### src/rtl/mpmc12_resv_table_pkg.sv
// Shared types and helpers for the LR/SC reservation table.
// The entry field widths are taken from the constants below.
package mpmc12_resv_table_pkg;

  localparam int NAR_DEF = 8;
  localparam int NCH_DEF = 16;
  localparam int CHW     = $clog2(NCH_DEF);
  localparam int AW      = 32;
  localparam int GRAN    = 5;
  localparam int TW      = 10;
  localparam int TGW     = AW - GRAN;

  typedef struct packed {
    logic           v;
    logic [CHW-1:0] ch;
    logic [TGW-1:0] tag;
    logic [TW-1:0]  age;
  } resv_entry_t;

  function automatic logic [TGW-1:0] f_granule(input logic [AW-1:0] adr);
    return TGW'(adr >> GRAN);
  endfunction

endpackage

### src/rtl/mpmc12_resv_table_if.sv
// Granted-request, flush and SC-response bundle between the arbiter and the reservation table.
interface mpmc12_resv_table_if #(
  parameter int NCH = 16,
  parameter int NAR = 8
);
  import mpmc12_resv_table_pkg::*;

  logic                  req;
  logic [CHW-1:0]        req_ch;
  logic                  req_we;
  logic                  req_cr;
  logic                  req_rsv;
  logic [AW-1:0]         req_adr;
  logic [NCH-1:0]        flush;
  logic                  resp_v;
  logic                  resp_ok;
  logic [CHW-1:0]        resp_ch;
  logic [$clog2(NAR):0]  resv_cnt;

  modport master (
    output req, req_ch, req_we, req_cr, req_rsv, req_adr, flush,
    input  resp_v, resp_ok, resp_ch, resv_cnt
  );

  modport slave (
    input  req, req_ch, req_we, req_cr, req_rsv, req_adr, flush,
    output resp_v, resp_ok, resp_ch, resv_cnt
  );

endinterface

### src/rtl/mpmc12_resv_table_entry.sv
// One reservation entry: register, saturating age, address/channel compares and kill logic.
module mpmc12_resv_table_entry
  import mpmc12_resv_table_pkg::*;
#(
  parameter int NCH = 16,
  parameter int TMO = 1023
) (
  input  logic           clk,
  input  logic           rst,
  input  logic [TGW-1:0] gran_i,
  input  logic [CHW-1:0] ch_i,
  input  logic [NCH-1:0] flush_i,
  input  logic           ld_i,
  input  logic           sc_i,
  input  logic           sc_ok_i,
  input  logic           wr_i,
  output logic           v_o,
  output logic           own_o,
  output logic           chhit_o
);

  resv_entry_t e_q, e_d;
  logic        match;
  logic        expire;
  logic        kill;

  assign match   = e_q.v && (e_q.tag == gran_i);
  assign chhit_o = e_q.v && (e_q.ch == ch_i);
  assign own_o   = match && (e_q.ch == ch_i);
  assign v_o     = e_q.v;
  assign expire  = (TMO != 0) && e_q.v && (e_q.age == TW'(TMO));

  // An SC always drops the requester's reservation; a passing SC also drops everyone's copy of that granule.
  assign kill = (wr_i && match) || (sc_i && chhit_o) || (sc_i && sc_ok_i && match) ||
                flush_i[e_q.ch] || expire;

  always_comb begin
    e_d = e_q;
    if (e_q.v && (e_q.age != TW'(TMO))) e_d.age = e_q.age + TW'(1);
    if (kill) e_d.v = 1'b0;
    if (ld_i) begin
      e_d.v   = 1'b1;
      e_d.ch  = ch_i;
      e_d.tag = gran_i;
      e_d.age = '0;
    end
  end

  always_ff @(posedge clk) begin
    if (rst) e_q.v <= 1'b0;
    else     e_q.v <= e_d.v;
    e_q.ch  <= e_d.ch;
    e_q.tag <= e_d.tag;
    e_q.age <= e_d.age;
  end

endmodule

### src/rtl/mpmc12_resv_table.sv
// LR/SC reservation table: allocation, round-robin eviction, SC check and registered SC response.
module mpmc12_resv_table
  import mpmc12_resv_table_pkg::*;
#(
  parameter int NAR = NAR_DEF,
  parameter int NCH = NCH_DEF,
  parameter int TMO = 1023
) (
  input  logic             clk,
  input  logic             rst,
  mpmc12_resv_table_if.slave rt
);

  localparam int PW = $clog2(NAR);

  logic [TGW-1:0] gran;
  logic           lr, sc, wr;
  logic           sc_ok;
  logic [NAR-1:0] v_vec, own_vec, chhit_vec, ld_vec;
  logic [PW-1:0]  vic_q, vic_d;
  logic [PW-1:0]  low_inv;
  logic [PW:0]    cnt;
  logic           resp_v_q, resp_ok_q;
  logic [CHW-1:0] resp_ch_q;

  assign gran  = f_granule(rt.req_adr);
  assign lr    = rt.req && !rt.req_we && rt.req_rsv;
  assign sc    = rt.req && rt.req_we && rt.req_cr;
  assign wr    = rt.req && rt.req_we && !rt.req_cr;
  assign sc_ok = |own_vec;

  for (genvar i = 0; i < NAR; i++) begin : g_ent
    mpmc12_resv_table_entry #(.NCH(NCH), .TMO(TMO)) u_ent (
      .clk     (clk),
      .rst     (rst),
      .gran_i  (gran),
      .ch_i    (rt.req_ch),
      .flush_i (rt.flush),
      .ld_i    (ld_vec[i]),
      .sc_i    (sc),
      .sc_ok_i (sc_ok),
      .wr_i    (wr),
      .v_o     (v_vec[i]),
      .own_o   (own_vec[i]),
      .chhit_o (chhit_vec[i])
    );
  end

  always_comb begin
    low_inv = '0;
    for (int i = NAR - 1; i >= 0; i--) begin
      if (!v_vec[i]) low_inv = PW'(i);
    end
  end

  // The channel's existing slot wins, then the lowest free slot, then the round-robin victim.
  always_comb begin
    ld_vec = '0;
    vic_d  = vic_q;
    if (lr) begin
      if (|chhit_vec) begin
        ld_vec = chhit_vec;
      end else if (!(&v_vec)) begin
        ld_vec[low_inv] = 1'b1;
      end else begin
        ld_vec[vic_q] = 1'b1;
        vic_d         = vic_q + PW'(1);
      end
    end
  end

  always_comb begin
    cnt = '0;
    for (int i = 0; i < NAR; i++) cnt = cnt + (PW + 1)'(v_vec[i]);
  end

  always_ff @(posedge clk) begin
    if (rst) begin
      vic_q     <= '0;
      resp_v_q  <= 1'b0;
      resp_ok_q <= 1'b0;
      resp_ch_q <= '0;
    end else begin
      vic_q     <= vic_d;
      resp_v_q  <= sc;
      resp_ok_q <= sc && sc_ok;
      if (sc) resp_ch_q <= rt.req_ch;
    end
  end

  assign rt.resp_v   = resp_v_q;
  assign rt.resp_ok  = resp_ok_q;
  assign rt.resp_ch  = resp_ch_q;
  assign rt.resv_cnt = cnt;

endmodule

### src/flat_wrapper.sv
// flat-port wrapper written by rule: the top's interface ports become plain ports
module mpmc12_resv_table_flat import mpmc12_resv_table_pkg::*;
#(
  parameter int NAR = NAR_DEF,
  parameter int NCH = NCH_DEF,
  parameter int TMO = 1023
)
  (clk, rst, rt_req, rt_req_ch, rt_req_we, rt_req_cr, rt_req_rsv, rt_req_adr, rt_flush, rt_resp_v, rt_resp_ok, rt_resp_ch, rt_resv_cnt);
  mpmc12_resv_table_if #(.NCH(NCH), .NAR(NAR)) rt_i ();
  input  logic clk;
  input  logic rst;
  input wire logic [$bits(rt_i.req)-1:0] rt_req;
  input wire logic [$bits(rt_i.req_ch)-1:0] rt_req_ch;
  input wire logic [$bits(rt_i.req_we)-1:0] rt_req_we;
  input wire logic [$bits(rt_i.req_cr)-1:0] rt_req_cr;
  input wire logic [$bits(rt_i.req_rsv)-1:0] rt_req_rsv;
  input wire logic [$bits(rt_i.req_adr)-1:0] rt_req_adr;
  input wire logic [$bits(rt_i.flush)-1:0] rt_flush;
  output wire logic [$bits(rt_i.resp_v)-1:0] rt_resp_v;
  output wire logic [$bits(rt_i.resp_ok)-1:0] rt_resp_ok;
  output wire logic [$bits(rt_i.resp_ch)-1:0] rt_resp_ch;
  output wire logic [$bits(rt_i.resv_cnt)-1:0] rt_resv_cnt;
  assign rt_i.req = rt_req;
  assign rt_i.req_ch = rt_req_ch;
  assign rt_i.req_we = rt_req_we;
  assign rt_i.req_cr = rt_req_cr;
  assign rt_i.req_rsv = rt_req_rsv;
  assign rt_i.req_adr = rt_req_adr;
  assign rt_i.flush = rt_flush;
  assign rt_resp_v = rt_i.resp_v;
  assign rt_resp_ok = rt_i.resp_ok;
  assign rt_resp_ch = rt_i.resp_ch;
  assign rt_resv_cnt = rt_i.resv_cnt;
  mpmc12_resv_table #(.NAR(NAR), .NCH(NCH), .TMO(TMO)) u_core (.clk(clk), .rst(rst), .rt(rt_i));
endmodule
### config.mk
export PLATFORM = sky130hd
export DESIGN_NAME = mpmc12_resv_table_flat
export DESIGN_NICKNAME = d
export VERILOG_FILES = /design/src/rtl/mpmc12_resv_table_pkg.sv /design/src/rtl/mpmc12_resv_table_if.sv /design/src/rtl/mpmc12_resv_table_entry.sv /design/src/rtl/mpmc12_resv_table.sv /design/src/flat_wrapper.sv
export SDC_FILE = /design/constraint.sdc
export NUM_CORES = 1
export LEC_CHECK = 0
export CORE_MARGIN = 4
export CORE_UTILIZATION = 66
export CTS_CLUSTER_SIZE = 16
export DETAILED_ROUTE_END_ITERATION = 6
export PLACE_DENSITY = 0.95
export REMOVE_ABC_BUFFERS = 1
export SETUP_SLACK_MARGIN = 0.15
export SLEW_MARGIN = 20
export SYNTH_ARGS = -nofsm -noshare
export SYNTH_HDL_FRONTEND = slang
export SYNTH_SLANG_ARGS = --single-unit
export TNS_END_PERCENT = 1
### constraint.sdc
create_clock -name clk -period 6.4 [get_ports clk]
set_input_delay 1.6 -clock clk [delete_from_list [all_inputs] [get_ports clk]]
set_output_delay 1.6 -clock clk [all_outputs]
set_load 0.02 [all_outputs]
==> summary.md, run 1 <==
| Metric | Value |
|---|---|
| Antenna diodes | 0 |
| Initial Util | 0.6712 |
| Clk Latency, worst-skew pair | around 0.54 ns |
| H-Tree Depth | 2 |
| Core Util, Final | 0.7605 |
| Drt pass-1 iters | 7 |
| VDD IR-drop max | 0.2455 mV |
| Crit. End Element | output port |
| Final hold vios | 0 |
| Worst-path maximum fanout | 10 |
| Mux cell area share after synthesis | 0.06114 |
| Seq/Total Area, Yosys | 0.5735 |
| Status | complete, but fails checks |
| Post-Route WL | 49,300 um |
| Cell Area, Synth | 0.01637 mm2 |
| Vias in the first global route | 12,380 |
| Slew Viols, Final | 0 |
| Largest net degree at the start of global routing | 43 |
| YS warnings | 0 |
| Mean Syn Cell Area | approximately 13 um2 |
| Fin nets | about 1,400 |
| Dpl hpwl | 26,650 um |
| Final Cycle Share | 0.9211 |
| Simple-Gate Fraction of Synth Area | 0.1265 |
| Via count | 12,500 |
| Storage cell area | approximately 0.0094 mm2 |
| Post-route setup TNS | 0 ns |
| Final Skew | roughly 0.024 ns |
| Worst Setup Start Kind | flip-flop |
| CTS tree | yes |
| Fin crit period | 5.895 ns |
| Total gr overflow | 0 |
| Max Cap Viol | 0 |
| Finished Cell Area | roughly 0.019 mm2 |
| Failing checks | DRC |
| XOR/XNOR Fraction of Synth Area | 0.1557 |
| Worst Min Path Start | u_core.rt.resp_ch[3]$_SDFFE_PP0P_ |
| Core area | roughly 0.024 mm2 |
| Hold crit path type | reg2reg |
| CTS root buf | clkbuf_16 |
| RR Startpoint | u_core.g_ent[7].u_ent.e_q[37]$_DFFE_PP_ |
| Post CTS Setup Buffer Count | 0 |
| First-pass GRT wire length | around 74,000 um |
| Clock Tree Buf Depth | 3 |
| Via density | between 7 and 8 |
| Clock transition at path regs | roughly 0.07 ns |
| Leading area contributor after synthesis | edfxtp_1 |
| Chip height | 165.5 um |
| DR iter-0 viols | about 2,400 |
| Routing usage on met2 | 0.5585 |
| Largest family of logic cells by synthesized area | XOR/XNOR gates |
| Critical Path RT | around 4.8 ns |
| FFs w/ async S/R, synth | 0 |
| Final setup fails | 0 |
| GRT busiest layer | met2 |
| Met3 Use GR | 0.1087 |
| Synth Area in Compound Gates | 0.04196 |
| Rows | 57 |
| Synth Area in Adders | 0.01406 |
| GRT Overall Usage | 0.3590 |
| Slew @ Worst Pin | between 1 and 1.5 ns |
| DRC viols | 35 |
| Filler cells | roughly 1,200 |
| Hold Slack | 0.4866 ns |
| Crit Path Category | reg2out |
| CTS Hold Bufs | 0 |
| Antenna violations before repair | 0 |
| Post-place instance area | about 0.017 mm2 |
| Pleak | 0.006146 uW |
| Power density cells | about 270 mW/mm2 |
| Port-buffer cells | 62 |
| CTS Buf Count | 36 |
| WL/cell | 29.02 um |
| RSZ-0062 raised after global routing | false |
| Die area | ~0.027 mm2 |
| Synth area leaders | edfxtp_1 45%, dfxtp_1 12%, xor2_1 11% |
| Top-area cell type share of the netlist area | 0.4549 |
| Critical Path Start | u_core.g_ent[0].u_ent.v_o$_SDFFE_PP0P_ |
| Multi-input gate area | ~0.0066 mm2 |
| Share of post-route cells with drive strength above 1 | 0.09455 |
| GP Congestion | between 0.8 and 0.9 |
| Layout Area Growth over Synthesis | 13.31% |
| Syn Inst Count | 1,285 |
| Die width | 165.5 um |
| Post-synth EDFFs | 248 |
| Ports | 68 |
| Post_cts resized | 0 |
| Crit path arrival time | between 4 and 5 ns |
| Rel. slew slack | 0.1783 |
| Post-route ant nets | 0 |
| Synth Register Bits | 345 |
| Reg2Reg Setup Slack | about 2.6 ns |
| Global-route track usage on met1 | 0.4405 |
| Post-synth top flop | edfxtp_1 |
| Fmax | 0.1696 GHz |
| Unique masters post-synth | about 50 |
| Clock Sinks | around 350 |
[synth_stat cells, types with 3 or more instances]
cell / number
dfxtp_1: 97
mux4_2: 40
nor3_1: 13
a32oi_1: 3
a21oi_1: 40
nand2_1: 73
edfxtp_1: 248
nor4bb_1: 4
o21a_1: 8
nand4_1: 41
a22oi_1: 7
nor2_1: 71
buf_4: 6
and4b_1: 6
a211oi_1: 7
mux2i_1: 10
xor2_1: 205
xnor2_1: 86
inv_1: 22
nand3_1: 42
ha_1: 12
clkbuf_1: 10
or3_1: 32
fa_1: 4
nor4_1: 65
o22ai_1: 11
buf_2: 39
buf_6: 7
nor2b_1: 4
and4_1: 16
o21ai_0: 33
[worst paths after layout]
check	end	cells after the start
max	rt_resv_cnt[1]	10
min	u_core.rt.resp_ch[3]$_SDFFE_PP0P_	2
max reg2reg	u_core.g_ent[6].u_ent.e_q[19]$_DFFE_PP_	7
min reg2reg	u_core.rt.resp_ch[3]$_SDFFE_PP0P_	2
[worst max-delay path, cell delays in order (launching register included)]
cell             delay [ns]
dfxtp_1                0.69
ha_1                   0.38
inv_1                  0.09
fa_1                   0.41
fa_1                   0.54
inv_1                  0.05
fa_1                   0.45
inv_1                  0.09
fa_1                   0.41
inv_1                  0.06
clkdlybuf4s50_1        0.59
[layout by cell type, fill, tap and decap left out, types with 40 or more instances in the layout]
master / count
a21oi_1: 40
clkdlybuf4s50_1: 62
dfxtp_1: 97
edfxtp_1: 248
mux4_2: 40
nand2_1: 73
nand3_1: 42
nand4_1: 41
nor2_1: 71
nor4_1: 65
xnor2_1: 86
xor2_1: 205
[power by group]
group          internal, uW  switching, uW  leakage, uW  total [uW]
logic                   166            270      0.00255         436
registers              2460           71.2      0.00303        2530
clock network          1180            891     0.000561        2070
total                  3800           1230      0.00615        5030
[logic make-up after synthesis]
logic type | Yosys count
compound gates | 116
mux | 50
fa+ha+maj | 16
xor+xnor | 291
buf+inv | 85
flops | 345
simple gates | 382
[routing by layer]
layer  part of all wire  vias to the layer above
met2               0.45                     1394
met3               0.14                      415
met5                  0                        -
li1                   -                     4899
met4              0.083                        0
met1               0.32                     5793
[state kept, by name (all words and copies together), names as in the netlist]
signal / count
u_core.g_ent.u_ent.e_q: 328
u_core.g_ent.u_ent.v_o: 8
u_core.rt.resp_ch: 4
u_core.vic_q: 3
u_core.rt.resp_ok: 1
u_core.rt.resp_v: 1
[area by class of cell]
cell class,instances,area share
flip-flops and latches,345,0.5061
multi-input cells,855,0.3584
clock buffers,48,0.05551
repair buffers,88,0.04748
well taps,324,0.02185
clock inverters,17,0.006205
inverters,22,0.004452
[through the flow]
stage,power [uW],std cells,setup WS [ns]
floorplan,2761,1222,1.485
global placement,2921,1632,0.9327
detailed placement,2960,1633,0.7127
CTS,4989,1698,0.5750
global route,5145,1699,0.4179
finish,5030,1699,0.5047
No activity file was read; power rests on OpenSTA's default activity.
==> inputs of run 2 (changes only) <==
--- a/config.mk
+++ b/config.mk
@@ -12,6 +12,7 @@
 export PLACE_DENSITY = 0.95
 export REMOVE_ABC_BUFFERS = 1
 export SETUP_SLACK_MARGIN = 0.15
+export SKIP_LAST_GASP = 1
 export SLEW_MARGIN = 20
 export SYNTH_ARGS = -nofsm -noshare
 export SYNTH_HDL_FRONTEND = slang
==> results of run 2 <==
Same layout as run 1: the final DEF is identical, and so are final timing and power.
==> inputs of run 3 (changes only) <==
--- a/config.mk
+++ b/config.mk
@@ -9,6 +9,7 @@
 export CORE_UTILIZATION = 66
 export CTS_CLUSTER_SIZE = 16
 export DETAILED_ROUTE_END_ITERATION = 6
+export MAX_ROUTING_LAYER = met4
 export PLACE_DENSITY = 0.95
 export REMOVE_ABC_BUFFERS = 1
 export SETUP_SLACK_MARGIN = 0.15
==> summary.md, run 3 (same netlist as run 1, synthesis figures left out) <==
| Metric | Value |
|---|---|
| Max Cap Viol | 0 |
| Chip height | roughly 170 um |
| Via count | 12,500 |
| Die width | roughly 170 um |
| DRC viols | 34 |
| Failing checks | DRC |
| Ports | 68 |
| Antenna diodes | 0 |
| RSZ-0062 raised after global routing | false |
| Post-route ant nets | 0 |
| Delay-heaviest family, CP | adder cells |
| Critical Path RT | about 4.8 ns |
| Post-Route WL | around 50,000 um |
| Max reg flops | 328 |
| Total gr overflow | 0 |
| Fmax | around 0.17 GHz |
| Rows | between 50 and 60 |
| Final Cycle Share | 0.9144 |
| Pleak | 0.006146 uW |
| Worst path bufs/invs | 5 |
| Crit Path Category | reg2out |
| Worst-path maximum fanout | 10 |
| Clock Tree Buf Depth | 3 |
| Non-filler cells, final | approximately 1,700 |
| Final setup fails | 0 |
| Vias in the first global route | about 12,000 |
| DRT met1 WL | approximately 16,000 um |
| Post-route setup TNS | 0 ns |
| Crit path arrival time | roughly 4.3 ns |
| CTS root buf | clkbuf_16 |
| Fin nets | 1,422 |
| GRT Overall Usage | 0.3683 |
| Pwr Total | 5027 uW |
| CTS Hold Bufs | 0 |
| Post CTS Setup Buffer Count | 0 |
| Layout Area Growth over Synthesis | 13.35% |
| CTS Buf Count | 36 |
| Post_cts resized | 0 |
| Drt pass-1 iters | 7 |
| First-pass GRT wire length | approximately 73,000 um |
| Slowest CP cell | dfxtp_1 |
| Worst-path cell chain | ha_1 -> inv_1 -> fa_1 -> fa_1 -> inv_1 -> fa_1 -> inv_1 -> fa_1 -> inv_1 -> clkdlybuf4s50_1 |
| DR iter-0 viols | between 2,000 and 2,500 |
| Hold Slack | slightly below 0.5 ns |
| Dpl hpwl | 26,650 um |
| WL/cell | 28.81 um |
| Core area | 0.02439 mm2 |
| Port-buffer cells | 62 |
| Largest Register | u_core.g_ent.u_ent.e_q |
| Placed cell count | 1,633 |
| Clock Sinks | between 300 and 400 |
| Slew Viols, Final | 0 |
| GP Congestion | between 0.8 and 0.9 |
| Status | complete, but fails checks |
| Antenna violations before repair | 0 |
| Slew @ Worst Pin | about 1.2 ns |
| Max Used Layer | met4 |
| Commonest non-fill, non-tap cells in the layout | 248 x edfxtp_1, 205 x xor2_1, 97 x dfxtp_1, 86 x xnor2_1, 73 x nand2_1 |
| Initial Util | 0.6712 |
| Power density cells | 270.9 mW/mm2 |
| Rel. slew slack | 0.1702 |
| Share of post-route cells with drive strength above 1 | 0.09527 |
| H-Tree Depth | 2 |
| CTS tree | yes |
| VDD IR-drop max | ~0.24 mV |
| WL met3 | about 6900 um |
| Worst path max stage delay | between 0.6 and 0.7 ns |
| Worst Setup Start Kind | flip-flop |
| Crit. End Element | output port |
| Commonest non-fill, non-tap cell in the layout | edfxtp_1 |
| Via density | 7.358 |
| Die area | 0.02739 mm2 |
| Clk Latency, worst-skew pair | 0.53 ns |
| Final Skew | ~0.017 ns |
| Largest net degree at the start of global routing | 43 |
| Clock transition at path regs | ~0.060 ns |
| Fin crit period | approximately 6 ns |
| Final hold vios | 0 |
| Hold crit path type | reg2reg |
| Routed met2 length | between 20,000 and 25,000 um |
## run 3: cell counts in the layout (fill, tap and decap cells not counted)
No cell type changed its count.
## run 3: cell type report
class | count | area, um2
well taps | 324 | 405.4
clock inverters | 17 | 115.1
repair buffers | 88 | 880.8
flip-flops and latches | 345 | 9389
clock buffers | 48 | 1030
inverters | 22 | 82.58
fillers | 1217 | 5834
multi-input cells | 855 | 6654
## run 3: power by group
part           leakage [uW]  switching, uW  total [uW]  internal, uW
Sequential          0.00303           70.4        2530          2460
Clock              0.000561            889        2060          1180
Combinational       0.00255            269         435           166
Total               0.00615           1230        5030          3800
## run 3: final timing paths
path,from,to,slack [ns],cells after the start
max,u_core.g_ent[0].u_ent.v_o$_SDFFE_PP0P_,rt_resv_cnt[1],0.55,10
max reg2reg,u_core.g_ent[7].u_ent.e_q[37]$_DFFE_PP_,u_core.g_ent[6].u_ent.e_q[19]$_DFFE_PP_,2.60,7
min,u_core.rt.resp_ch[3]$_SDFFE_PP0P_,u_core.rt.resp_ch[3]$_SDFFE_PP0P_,0.49,2
min reg2reg,u_core.rt.resp_ch[3]$_SDFFE_PP0P_,u_core.rt.resp_ch[3]$_SDFFE_PP0P_,0.49,2
## run 3: stage by stage
step | utilization | cell area [um2] | setup WS, ns
after floorplan | - | 16010 | 1.485
after global placement | 0.7113 | 17350 | 0.9327
after detailed placement | 0.7125 | 17380 | 0.7127
after CTS | 0.7594 | 18520 | 0.5750
after global routing | 0.7608 | 18560 | 0.4095
final | 0.7608 | 18560 | 0.5478
## run 3: worst reg2reg max path: cells and delay by family (launching register included)
| kind | cells | cell delay [ns] |
|---|---|---|
| xor gates and xnor gates | 1 | 0.25 |
| and+or+nand+nor | 2 | 0.75 |
| DFF | 1 | 0.53 |
| buffers and inverters | 2 | 0.61 |
| AOI/OAI and AO/OA | 2 | 1.33 |
## run 3: routing by layer
layer | track usage | up-vias
li1 | - | 4895
met1 | 0.4417 | 5756
met2 | 0.5553 | 1411
met3 | 0.1035 | 439
met4 | 0.2295 | 0
met5 | - | -
